File: config.mk
export PLATFORM = sky130hd
export DESIGN_NAME = sdio_zii_slave
export DESIGN_NICKNAME = d
export VERILOG_FILES = /design/src/rtl/sdio_zii_slave.sv
export SDC_FILE = /design/constraint.sdc
export NUM_CORES = 1
export LEC_CHECK = 0
export BUFFER_PORTS_ARGS = -buffer_cell sky130_fd_sc_hd__clkbuf_2
export CORE_MARGIN = 8
export CORE_UTILIZATION = 45
export DETAILED_ROUTE_END_ITERATION = 6
export PLACE_DENSITY_LB_ADDON = 0.2
export SYNTH_ARGS = -nofsm -noshare
export SYNTH_HDL_FRONTEND = slang
export SYNTH_SLANG_ARGS = --single-unit
File: constraint.sdc
create_clock -name CLKCPU -period 2.2 [get_ports CLKCPU]
set_input_delay 0.11 -clock CLKCPU [delete_from_list [all_inputs] [get_ports CLKCPU]]
set_output_delay 0.11 -clock CLKCPU [all_outputs]
set_load 0.1 [all_outputs]
File: src/rtl/sdio_zii_slave.sv
// Zorro II target for the SDIO card window. It holds a 4-entry register file and drives a mode-0 SPI shift engine.
// Optional build macro SDIO_IRQ_EN adds INT2_n, which signals completion of a transfer.
module sdio_zii_slave #(
   parameter logic [7:0] DIV_RESET = 8'd8,
   parameter logic [7:0] DIV_MIN   = 8'd0
) (
   input  logic        CLKCPU,
   input  logic        RESET_n,
   input  logic        AS_n,
   input  logic        UDS_n,
   input  logic        LDS_n,
   input  logic        RW_n,
   input  logic [23:1] A,
   input  logic [7:0]  BASE_SDIO,
   input  logic        SDIO_CONFIGURED_n,
   input  logic [15:0] D_IN,
   output logic [15:0] D_OUT,
   output logic        D_OE,
   output logic        DTACK_n,
   output logic        SD_CS_n,
   output logic        SD_SCK,
   output logic        SD_MOSI,
   input  logic        SD_MISO,
`ifdef SDIO_IRQ_EN
   output logic        INT2_n,
`endif
   input  logic        SD_CD_n
);

   localparam logic [1:0] R_DATA = 2'd0, R_STATUS = 2'd1, R_CTRL = 2'd2, R_DIV = 2'd3;

   typedef enum logic [1:0] {ST_IDLE, ST_ACK, ST_WAIT_END} bus_st_t;
   bus_st_t state;

   logic       hit, strobe, bus_rst_n, fire, wr_lo, rd;
   logic [1:0] reg_sel;
   logic [7:0] rdata, div_wr;
   logic [8:0] div_diff;
   logic       unused_bits;

   logic       cs_en, overrun, busy, sck, mosi, miso_s;
   logic [7:0] div, cnt, shift, rx;
   logic [2:0] bitcnt;
   logic       irq_bit, irq_en_bit;

   assign hit       = !SDIO_CONFIGURED_n && (A[23:16] == BASE_SDIO) && !AS_n;
   assign strobe    = !UDS_n || !LDS_n;
   assign reg_sel   = A[2:1];
   assign bus_rst_n = RESET_n && !AS_n;
   assign unused_bits = ^{A[15:3], D_IN[15:8]};

   // The FSM is held in IDLE while AS_n is high, so a register side effect can only
   // fire on the first strobed edge of each AS assertion.
   assign fire  = (state == ST_IDLE) && hit && strobe;
   assign wr_lo = fire && !RW_n && !LDS_n;
   assign rd    = fire && RW_n;

   assign div_diff = {1'b0, D_IN[7:0]} - {1'b0, DIV_MIN};
   assign div_wr   = div_diff[8] ? DIV_MIN : D_IN[7:0];

   always_ff @(posedge CLKCPU or negedge bus_rst_n) begin
      if (!bus_rst_n) begin
         state   <= ST_IDLE;
         DTACK_n <= 1'b1;
      end else begin
         case (state)
            ST_IDLE: if (hit && strobe) begin
               state   <= ST_ACK;
               DTACK_n <= 1'b0;
            end
            ST_ACK:      state <= ST_WAIT_END;
            ST_WAIT_END: state <= ST_WAIT_END;
            default: begin
               state   <= ST_IDLE;
               DTACK_n <= 1'b1;
            end
         endcase
      end
   end

`ifdef SDIO_IRQ_EN
   logic irq_en, irq_pending;
   assign irq_bit    = irq_pending;
   assign irq_en_bit = irq_en;
   assign INT2_n     = !(irq_pending && irq_en);

   always_ff @(posedge CLKCPU or negedge RESET_n) begin
      if (!RESET_n) begin
         irq_en      <= 1'b0;
         irq_pending <= 1'b0;
      end else begin
         if (rd && (reg_sel == R_DATA || reg_sel == R_STATUS))
            irq_pending <= 1'b0;
         if (wr_lo && reg_sel == R_CTRL)
            irq_en <= D_IN[1];
         // Completion wins over a clearing read on the same edge.
         if (busy && cnt == 8'd0 && sck && bitcnt == 3'd7)
            irq_pending <= 1'b1;
      end
   end
`else
   assign irq_bit    = 1'b0;
   assign irq_en_bit = 1'b0;
`endif

   always_ff @(posedge CLKCPU or negedge RESET_n) begin
      if (!RESET_n) begin
         cs_en   <= 1'b0;
         div     <= DIV_RESET;
         overrun <= 1'b0;
         busy    <= 1'b0;
         sck     <= 1'b0;
         mosi    <= 1'b1;
         miso_s  <= 1'b0;
         cnt     <= 8'd0;
         shift   <= 8'd0;
         rx      <= 8'hFF;
         bitcnt  <= 3'd0;
      end else begin
         if (rd && reg_sel == R_STATUS)
            overrun <= 1'b0;

         if (wr_lo) begin
            case (reg_sel)
               R_CTRL: cs_en <= D_IN[0];
               R_DIV:  div   <= div_wr;
               R_DATA: if (busy) overrun <= 1'b1;
                       else begin
                          busy   <= 1'b1;
                          shift  <= D_IN[7:0];
                          mosi   <= D_IN[7];
                          cnt    <= div;
                          sck    <= 1'b0;
                          bitcnt <= 3'd0;
                       end
               default: ;
            endcase
         end

         // A new transfer can only start while idle, so this branch never collides with the start above.
         if (busy) begin
            if (cnt == 8'd0) begin
               cnt <= div;
               sck <= ~sck;
               if (!sck)
                  miso_s <= SD_MISO;
               else begin
                  shift <= {shift[6:0], miso_s};
                  if (bitcnt == 3'd7) begin
                     busy   <= 1'b0;
                     rx     <= {shift[6:0], miso_s};
                     mosi   <= 1'b1;
                     bitcnt <= 3'd0;
                  end else begin
                     mosi   <= shift[6];
                     bitcnt <= bitcnt + 3'd1;
                  end
               end
            end else
               cnt <= cnt - 8'd1;
         end
      end
   end

   always_comb begin
      rdata = 8'h00;
      case (reg_sel)
         R_DATA:   rdata = rx;
         R_STATUS: rdata = {3'b000, irq_bit, cs_en, overrun, !SD_CD_n, busy};
         R_CTRL:   rdata = {6'b000000, irq_en_bit, cs_en};
         R_DIV:    rdata = div;
         default:  rdata = 8'h00;
      endcase
   end

   assign D_OE    = hit && RW_n && RESET_n;
   assign D_OUT   = D_OE ? {8'h00, rdata} : 16'h0000;
   assign SD_CS_n = !cs_en;
   assign SD_SCK  = sck;
   assign SD_MOSI = mosi;

endmodule

==> results.md, run 1 <==
* Crit path arrival time at 2.35 ns
* H-tree levels at 2
* Final net count at 370
* Layout fillers at 492
* First-pass GRT wire length at 9.301 mm
* FP Rows at 27
* Root Buffer: clkbuf_8
* Delay-heaviest family, CP: simple AND/OR/NAND/NOR gates
* Fmax achieved at 467.7 MHz
* Status: complete, no violations
* GPL Wtd Cong at 0.7522
* Max cap viols at 0
* Vias in the first global route at 2025
* CTS sink count at 43
* Critical Path End Type: flip-flop
* Clock transition at path regs at 0.08 ns
* Ordered cell list for the critical path: inv_1 > ha_2 > or3b_4 > nand3b_1 > nor4_4 > buf_4 > buf_6 > nor3_1 > nor3_1
* Fin Clk Skew at 0.001703 ns
* CP bufs+invs at 3
* TritonCTS buffer count at 5
* PD cells at 642.6 nW/um2
* Synthesized area at 2500 um2
* DP Wirelength at 4.274 mm
* Seq cells post-synth at 43
* Final cycle utilization of the critical path at 97.19%
* I/O Pins at 77
* Initial Util at 45.96%
* Hold Crit Class: input pin to flip-flop
* Fraction of layout cells with a size suffix above 1 at 34.95%
* Via count at 2038
* Most common cell in the netlist: dfrtp_1
* Initial drt markers at 79
* Vias/cell at 5.349
* Synth area leaders: dfrtp_1, dfstp_2, mux2_2, nand3_1, mux2_1
* CP dominant cell by count: nor3_1
* Slew Limit Fails at 0
* Final Hold Viols at 0
* First-pass iteration count of the detailed router at 4
* Top cell type's share of synthesized area at 32.03%
* Average size of a mapped cell at 10.04 um2
* Die W at 90.54 um
* Final min period at 2.138 ns
* Worst-margin pin slew at 0.5447 ns
* VDD IR max at 0.4831 mV
* Core area at 5439 um2
* Ys flop type: dfrtp_1
* Slowest-stage cell, CP: or3b_4
* Post-synthesis sequential area ratio at 43.59%
* Hold WS at 0.05539 ns
* WS Path Type: flip-flop to flip-flop
* Clock buffer depth at 2
* Die area at 8197 um2
* CP peak stage delay at 0.40 ns
* Drc violations at 0
* Ys async rst share at 100.0%
* Worst path required time at 2.42 ns
* Slew headroom at 63.84%
* Area delta synth->final at 26.03%
* PortBufs at 47
* Yosys cell types at 48
* Synthesis Warnings at 0
* Congestion Overflow GR at 0
* CP max FO at 5
* DRT antenna net count at 0
* Finished Cell Area at 3151 um2
* Number of synthesized flops with an enable pin at 0
* Final wirelength at 5.741 mm
* Count of final setup violators at 0
* Final core occ at 57.93%
* Yosys top cell by area: dfrtp_1
* GRT Util Overall at 13.51%
* RSZ-0062 raised after global routing: no
* Wire per inst at 15.07 um
* Die height at 90.54 um
* Critical Path Start Type: flip-flop
* Antenna Cells at 0
* Lkg Pwr at 1.438 nW
* Largest net degree at the start of global routing at 42
* Antenna violations before repair at 0
* Worst-Skew Late Latency at 0.29 ns
* CTS tree: done
* Commonest cells post-synth: dfrtp_1, nand2_1, nand3_1
* Synth Instances at 249
* DP Area at 2982 um2
[kinds of logic after synthesis]
family | Yosys count | share of synthesized area [%]
other | 1 | 0.1500
buffers and inverters | 29 | 6.156
adder cells (fa/ha/maj) | 6 | 3.003
AND/OR/NAND/NOR | 97 | 21.52
multiplexers | 27 | 12.31
flip-flops | 43 | 43.59
XOR/XNOR | 7 | 2.453
AO/OA/AOI/OAI | 39 | 10.81
[power by group]
group          leakage (nW)  switching, mW  internal [mW]
sequential            0.500         0.0679          0.888
clock                0.0474          0.276          0.256
combinational         0.890          0.310          0.227
total                  1.44          0.653           1.37
[path summary, 6_finish.rpt]
kind                            slack, ns  cells after the start     start       end
worst max-delay path                 0.06                      9  state[0]   SD_MOSI
worst min-delay path                 0.06                      2   SD_MISO    miso_s
worst max register to register       0.06                      9  state[0]   SD_MOSI
worst min register to register       0.48                      1   DTACK_n   DTACK_n
max in group asynchronous            1.06                      4   RESET_n   DTACK_n
min in group asynchronous            0.34                      3      AS_n  state[0]
[metal layers]
metal / wire [um] / vias up / track usage [%]
met2: 2734 / 54 / 22.72
met1: 2633 / 991 / 16.37
met4: 82 / 0 / 4.438
met3: 291 / 8 / 3.408
met5: 0 / - / 0
li1: - / 985 / -
[repair_timing]
| item | CTS | global route |
|---|---|---|
| endpoints found under the hold margin | 32 | 0 |
| setup buffers | 0 | 1 |
| endpoints found under the setup margin | 0 | 3 |
| resized for setup | 0 | 11 |
| hold buffers | 2 | 0 |
[flip-flops by register name, summed over array words and instances, names as in the netlist]
name,cells
state,2
miso_s,1
bitcnt,3
div,8
SD_SCK,1
overrun,1
shift,7
DTACK_n,1
rx,8
cnt,8
cs_en,1
SD_MOSI,1
busy,1
[area by class of cell]
class / count / area [um2] / area share [%]
multi-input combinational: 184 / 1315 / 41.74
clock buffer: 6 / 82.58 / 2.621
sequential: 43 / 1090 / 34.59
tap: 72 / 90.09 / 2.859
clock inverter: 2 / 16.27 / 0.5163
timing repair buffer: 64 / 519.2 / 16.48
inverter: 10 / 37.54 / 1.191
[worst register-to-register path: stages, from the launching register on]
cell and delay (ns):
dfrtp_1 0.38, inv_1 0.09, ha_2 0.20, or3b_4 0.40, nand3b_1 0.22, nor4_4 0.23
buf_4 0.18, buf_6 0.13, nor3_1 0.05, nor3_1 0.18
[cells in the final DEF, fill, tap and decap left out, drive strengths merged, types with 2 or more instances in the layout]
master        n
a22oi         4
nand3        21
a21oi        17
or3           3
inv          10
nand2        23
clkbuf       44
nor3          6
nor4          3
nand2b        2
nor2b         2
nand3b        9
mux2i         6
nor2         14
nor3b         2
ha            6
dfrtp        32
nand4         3
and2          3
dfstp        11
xnor2         6
buf          24
conb          8
o21ai        11
dlygate4sd3   2
mux2         20
[metrics by stage]
stage | power, mW | std cells | worst slack [ns] | TNS [ns]
final | 2.024 | 381 | 0.06189 | 0
after global routing | 2.141 | 381 | 0.005209 | 0
after CTS | 2.031 | 378 | 0.08675 | 0
after detailed placement | 1.494 | 368 | 0.09928 | 0
after global placement | 1.482 | 368 | 0.07915 | 0
after floorplan | 1.359 | 256 | -0.3890 | -2.723
No activity file was read; power rests on OpenSTA's default activity.
==> inputs of run 2 (changes only) <==
==> constraint.sdc (replaced) <==
create_clock -name CLKCPU -period 2.09 [get_ports CLKCPU]
set_input_delay 0.1045 -clock CLKCPU [delete_from_list [all_inputs] [get_ports CLKCPU]]
set_output_delay 0.1045 -clock CLKCPU [all_outputs]
set_load 0.1 [all_outputs]
==> run 2 against run 1 <==
  * Clock skew is 0.0049 ns higher
  * Sequential share of layout area is 0.84 points lower
  * Total power is 8.0% higher
  * Non-clock buffer count is 7 higher
  * Setup slack worse by 0.050 ns
  * Combinational power is 22% higher
  * Critical path depth stayed put
  * Routed wire length is 6.6% higher
  * Fmax is 2.9% higher
  * Register-to-register slack worse by 0.05 ns
  * Largest power group unchanged
==> results.md, run 2 (same netlist as run 1, synthesis figures left out) <==
* CP peak stage delay at 0.40 ns (about the same)
* H-tree levels at 2 (unchanged)
* Layout fillers at 492 (unchanged)
* CP bufs+invs at 3 (unchanged)
* Ordered cell list for the critical path: inv_2 > ha_4 > or3b_4 > nand3b_1 > nor4_4 > buf_4 > buf_6 > nand3b_1 > nand3_1
* Commonest non-fill, non-tap cells in the layout: clkbuf_2, dfrtp_1, nand2_1
* Root Buffer: clkbuf_8
* First-pass GRT wire length at 9.901 mm (+6.5%)
* Die area at 8197 um2 (unchanged)
* Core area at 5439 um2 (unchanged)
* DP Wirelength at 4.473 mm (+4.6%)
* Congestion Overflow GR at 0 (unchanged)
* CTS tree: done
* Most common cell after layout, fill and taps aside: clkbuf_2
* Slowest-stage cell, CP: dfrtp_1
* Antenna Cells at 0 (unchanged)
* DRT antenna net count at 0 (unchanged)
* Worst-margin pin slew at 0.5450 ns (+0.0002958 ns)
* Final Hold Viols at 0 (unchanged)
* Critical Path Start Type: flip-flop
* TritonCTS buffer count at 5 (unchanged)
* Final min period at 2.078 ns (-0.06035 ns)
* Clock transition at path regs at 0.08 ns (about the same)
* PD cells at 677.2 nW/um2 (+5.4%)
* Worst path required time at 2.26 ns (-0.16 ns)
* Area delta synth->final at 29.18%
* WS Path Type: flip-flop to flip-flop
* VDD IR max at 0.5349 mV (+11%)
* First-pass iteration count of the detailed router at 4 (unchanged)
* CP max FO at 5 (unchanged)
* Vias in the first global route at 2067 (+2.1%)
* Largest net degree at the start of global routing at 42 (unchanged)
* Fraction of layout cells with a size suffix above 1 at 38.92% (+4.0 points)
* Fmax achieved at 481.3 MHz (+2.9%)
* Final wirelength at 6.120 mm (+6.6%)
* Final cycle utilization of the critical path at 99.41% (+2.2 points)
* Vias/cell at 5.376 (+0.51%)
* Clock buffer depth at 2 (unchanged)
* Initial Util at 45.96% (unchanged)
* CP dominant cell by count: nand3b_1
* Worst-Skew Late Latency at 0.30 ns (about the same)
* Hold Crit Class: input pin to flip-flop
* Lkg Pwr at 1.469 nW (+2.2%)
* Top flop regs: cnt (8), div (8), rx (8)
* Count of final setup violators at 0 (unchanged)
* GRT Util Overall at 14.72% (+1.2 points)
* CTS sink count at 43 (unchanged)
* Slew headroom at 63.82% (about the same)
* PortBufs at 47 (unchanged)
* Fin cells at 388 (+1.8%)
* Via count at 2086 (+2.4%)
* FP Rows at 27 (unchanged)
* Max cap viols at 0 (unchanged)
* Antenna violations before repair at 0 (unchanged)
* Wire per inst at 15.77 um (+4.7%)
* Pre-CTS setup slack at 0.09499 ns (-0.004287 ns)
* Delay-heaviest family, CP: simple AND/OR/NAND/NOR gates
* Die height at 90.54 um (unchanged)
* Final setup margin at 0.01224 ns (-0.04965 ns)
* GPL Wtd Cong at 0.7627 (+1.4%)
* Initial drt markers at 81 (+2.5%)
* Die W at 90.54 um (unchanged)
* Drc violations at 0 (unchanged)
* Critical Path End Type: flip-flop
* Placed Cells at 373 (+1.4%)
* Slew Limit Fails at 0 (unchanged)
* Hold WS at 0.04588 ns (-0.009504 ns)
* Status: complete, no violations
* Final net count at 377 (+1.9%)
* Fin Clk Skew at 0.006593 ns (+0.004890 ns)
* I/O Pins at 77 (unchanged)
* Setup TNS at 0 ns (unchanged)
* Crit path arrival time at 2.25 ns (-0.10 ns)
-- run 2: worst paths after layout --
| check | endpoint | cells past startpoint | from | slack (ns) |
|---|---|---|---|---|
| setup / recovery | shift[2] | 9 | state[0] | 0.01 |
| hold / removal | miso_s | 2 | SD_MISO | 0.05 |
| setup reg to reg | shift[2] | 9 | state[0] | 0.01 |
| hold reg to reg | DTACK_n | 1 | DTACK_n | 0.48 |
| max in group asynchronous | DTACK_n | 4 | RESET_n | 0.95 |
| min in group asynchronous | state[1] | 3 | AS_n | 0.32 |
-- run 2: final cells by class --
| type | count | area, um2 | share of cell area, % |
|---|---|---|---|
| multi-input cells | 184 | 1339 | 41.46 |
| flip-flops and latches | 43 | 1090 | 33.75 |
| repair buffers | 71 | 588.1 | 18.21 |
| well taps | 72 | 90.09 | 2.790 |
| clock buffers | 6 | 72.57 | 2.247 |
| inverters | 10 | 37.54 | 1.162 |
| clock inverters | 2 | 12.51 | 0.3874 |
-- run 2: what timing repair did --
action / in CTS / in global routing
hold buffers: 2 / 0
setup endpoints to repair: 0 / 19
setup buffers: 0 / 3
hold endpoints to repair: 32 / 0
resized for setup: 0 / 13
-- run 2: metal layers --
metal,vias up,track usage [%],share of wire (%)
met1,1039,17.72,44
met2,47,24.60,49
li1,993,-,-
met4,0,3.883,1.3
met3,7,4.655,5.9
met5,-,0,0
-- run 2: per-stage QoR --
step / utilization [%] / total power [mW] / instance area, um2
3_3_place_gp: 56.06 / 1.581 / 3049
6_report: 59.37 / 2.187 / 3229
3_5_place_dp: 56.06 / 1.598 / 3049
4_1_cts: 57.99 / 2.134 / 3154
5_1_grt: 59.37 / 2.307 / 3229
2_1_floorplan: - / 1.431 / 2546
-- run 2: power by group --
part	switching, mW	total (mW)	internal, mW
sequential	0.0741	1.01	0.935
clock	0.288	0.522	0.234
combinational	0.359	0.656	0.297
==> inputs of run 3 (changes only) <==
--- a/config.mk
+++ b/config.mk
@@ -6,7 +6,6 @@
 export NUM_CORES = 1
 export LEC_CHECK = 0
 export BUFFER_PORTS_ARGS = -buffer_cell sky130_fd_sc_hd__clkbuf_2
-export CORE_MARGIN = 8
 export CORE_UTILIZATION = 45
 export DETAILED_ROUTE_END_ITERATION = 6
 export PLACE_DENSITY_LB_ADDON = 0.2
==> run 3 against run 2 <==
  * Non-clock buffer count down 1
  * Cell area up 0.70%
  * Sequential power about the same
  * Clock power up 24%
  * Routed wire length down 9.9%
  * Combinational power down 2%
  * Sequential cell count unchanged
  * Core utilization up 2.7 points
  * Critical path type unchanged
  * Critical endpoint unchanged
  * Highest routed layer unchanged
==> results.md, run 3 (same netlist as run 1, synthesis figures left out) <==
* Status: complete, no violations
* Hold Crit Class: input pin to flip-flop
* Core area at 5238 um2 (-3.7%)
* DRT antenna net count at 0 (unchanged)
* I/O Pins at 77 (unchanged)
* First-pass GRT wire length at 9.390 mm (-5.2%)
* Fin Clk Skew at 0.009128 ns (+0.002534 ns)
* Seq pwr share at 43.9% (-2.2 points)
* Max cap viols at 0 (unchanged)
* CP endpoint: shift[2]
* CTS tree: done
* Final min period at 2.010 ns (-0.06726 ns)
* Worst-margin pin slew at 0.5420 ns (-0.003022 ns)
* Worst path required time at 2.27 ns (about the same)
* Top flop regs: cnt (8), div (8), rx (8)
* Antenna Cells at 0 (unchanged)
* Commonest non-fill, non-tap cells in the layout: clkbuf_2, dfrtp_1, nand2_1
* Most common cell after layout, fill and taps aside: clkbuf_2
* R2r startpoint: state[1]
* Fraction of layout cells with a size suffix above 1 at 39.37% (+0.44 points)
* Reg2reg end: shift[2]
* Comb pwr share at 27.9% (-2.1 points)
* VDD IR max at 0.4327 mV (-19%)
* Total Power at 2.294 mW (+4.9%)
* Setup TNS at 0 ns (unchanged)
* Vias/cell at 5.304 (-1.3%)
* Worst-Skew Late Latency at 0.30 ns (about the same)
* Multi-input gate area at 1344 um2 (+0.37%)
* Slew Limit Fails at 0 (unchanged)
* Flop2flop setup slack at 0.08 ns (+0.07 ns)
* Final cycle utilization of the critical path at 96.20% (-3.2 points)
* PortBufs at 47 (unchanged)
* Die height at 76.54 um (-15%)
* Final setup margin at 0.07951 ns (+0.06726 ns)
* GPL Wtd Cong at 0.7693 (+0.87%)
* Vias in the first global route at 2061 (-0.29%)
* Slew headroom at 64.02% (+0.20 points)
* Final net count at 376 (-0.27%)
* Congestion Overflow GR at 0 (unchanged)
* Lkg Pwr at 1.481 nW (+0.80%)
* RSZ-0062 raised after global routing: yes
* Area delta synth->final at 30.08%
* Crit path arrival time at 2.19 ns (-0.06 ns)
* Critical Path Start Type: flip-flop
* Initial Util at 47.73% (+1.8 points)
* Die area at 5858 um2 (-29%)
* Finished Cell Area at 3252 um2 (+0.70%)
* DP Wirelength at 3.988 mm (-11%)
* Antenna violations before repair at 0 (unchanged)
* H-tree levels at 2 (unchanged)
* Largest net degree at the start of global routing at 42 (unchanged)
* First-pass iteration count of the detailed router at 4 (unchanged)
* DP Area at 3039 um2 (-0.33%)
* Count of final setup violators at 0 (unchanged)
* Die W at 76.54 um (-15%)
* WS Path Type: flip-flop to flip-flop
* Fmax achieved at 497.4 MHz (+3.3%)
* FP Rows at 26 (-3.7%)
* Net Sw Power at 0.7108 mW (-1.4%)
* CTS sink count at 43 (unchanged)
* Clk pwr share at 28.2% (+4.3 points)
* Initial drt markers at 60 (-26%)
* Sw Share at 30.98% (-2.0 points)
* CP startpoint: state[1]
* Internal power at 1.584 mW (+8.0%)
* TritonCTS buffer count at 5 (unchanged)
* Layout fillers at 468 (-4.9%)
* Final wirelength at 5.512 mm (-9.9%)
* Clock transition at path regs at 0.08 ns (about the same)
* Pre-CTS setup slack at 0.09421 ns (-0.0007763 ns)
* Final core occ at 62.09% (+2.7 points)
* Register-to-Register Path Depth at 9 (unchanged)
* CP max FO at 5 (unchanged)
* Wire per inst at 14.32 um (-9.2%)
* GRT Util Overall at 20.05% (+5.3 points)
* FF+latch area at 1090 um2 (unchanged)
* Critical Path End Type: flip-flop
* Final Hold Viols at 0 (unchanged)
* Via count at 2042 (-2.1%)
* Drc violations at 0 (unchanged)
* Clock buffer depth at 2 (unchanged)
* PD cells at 705.6 nW/um2 (+4.2%)
* Root Buffer: clkbuf_8
run 3: cell count changes in the layout (fill, tap and decap cells not counted):
cell / before / now
buf_4: 18 / 17
clkbuf_1: 1 / 0
bufinv_16: 0 / 1
nor3_2: 0 / 1
nor3_1: 5 / 4
clkinvlp_4: 1 / 0
clkinv_4: 0 / 1
run 3: power by group through the flow:
stage / registers [mW] / logic, mW / clock network [mW]
global placement: 1.02 / 0.561 / 0
detailed placement: 1.02 / 0.574 / 0
floorplan: 1.04 / 0.391 / 0
global route: 1.02 / 0.710 / 0.702
finish: 1.01 / 0.641 / 0.646
CTS: 1.00 / 0.581 / 0.662
run 3: per-stage QoR:
| step | std cells | hold WS [ns] |
|---|---|---|
| finish | 385 | 0.03839 |
| global route | 385 | 0.03676 |
| CTS | 380 | 0.03108 |
| detailed placement | 370 | 0.07587 |
| global placement | 370 | 0.07642 |
| floorplan | 256 | -0.1911 |
run 3: area by class of cell:
| class | count | share of cell area [%] |
|---|---|---|
| timing repair buffer | 70 | 17.85 |
| clock inverter | 3 | 1.347 |
| multi-input combinational | 184 | 41.32 |
| inverter | 10 | 1.154 |
| tap | 70 | 2.693 |
| clock buffer | 5 | 2.116 |
| sequential | 43 | 33.51 |
run 3: worst max-delay path, cell delays in order (launching register included):
cell and delay, ns:
dfrtp_1 0.39, inv_2 0.08, ha_4 0.13, or3b_4 0.38
nand3b_1 0.21, nor4_4 0.21, buf_4 0.18, buf_4 0.14
nand3b_1 0.10, nand3_1 0.06
run 3: what timing repair did:
| item | CTS | global route |
|---|---|---|
| setup endpoints to repair | 0 | 18 |
| endpoints found under the hold margin | 32 | 0 |
| hold buffers | 2 | 0 |
| setup buffers | 0 | 3 |
| gates resized for setup | 0 | 14 |
run 3: how the worst min path moves through the flow:
stage / startpoint / endpoint / slack (ns) / cells past startpoint
after CTS: SD_MISO / miso_s / 0.03 / 2
after detailed placement: AS_n / state[0] / 0.08 / 2
after global placement: AS_n / state[0] / 0.08 / 2
final: SD_MISO / miso_s / 0.04 / 2
after global routing: SD_MISO / miso_s / 0.04 / 2
after floorplan: RESET_n / SD_SCK / -0.19 / 0
run 3: routing by layer:
metal / up-vias / GRT usage, % / routed length, um
li1: 1000 / - / -
met1: 981 / 26.46 / 2613
met4: 0 / 4.038 / 42
met5: - / 0 / 0
met3: 4 / 4.790 / 235
met2: 57 / 33.51 / 2621
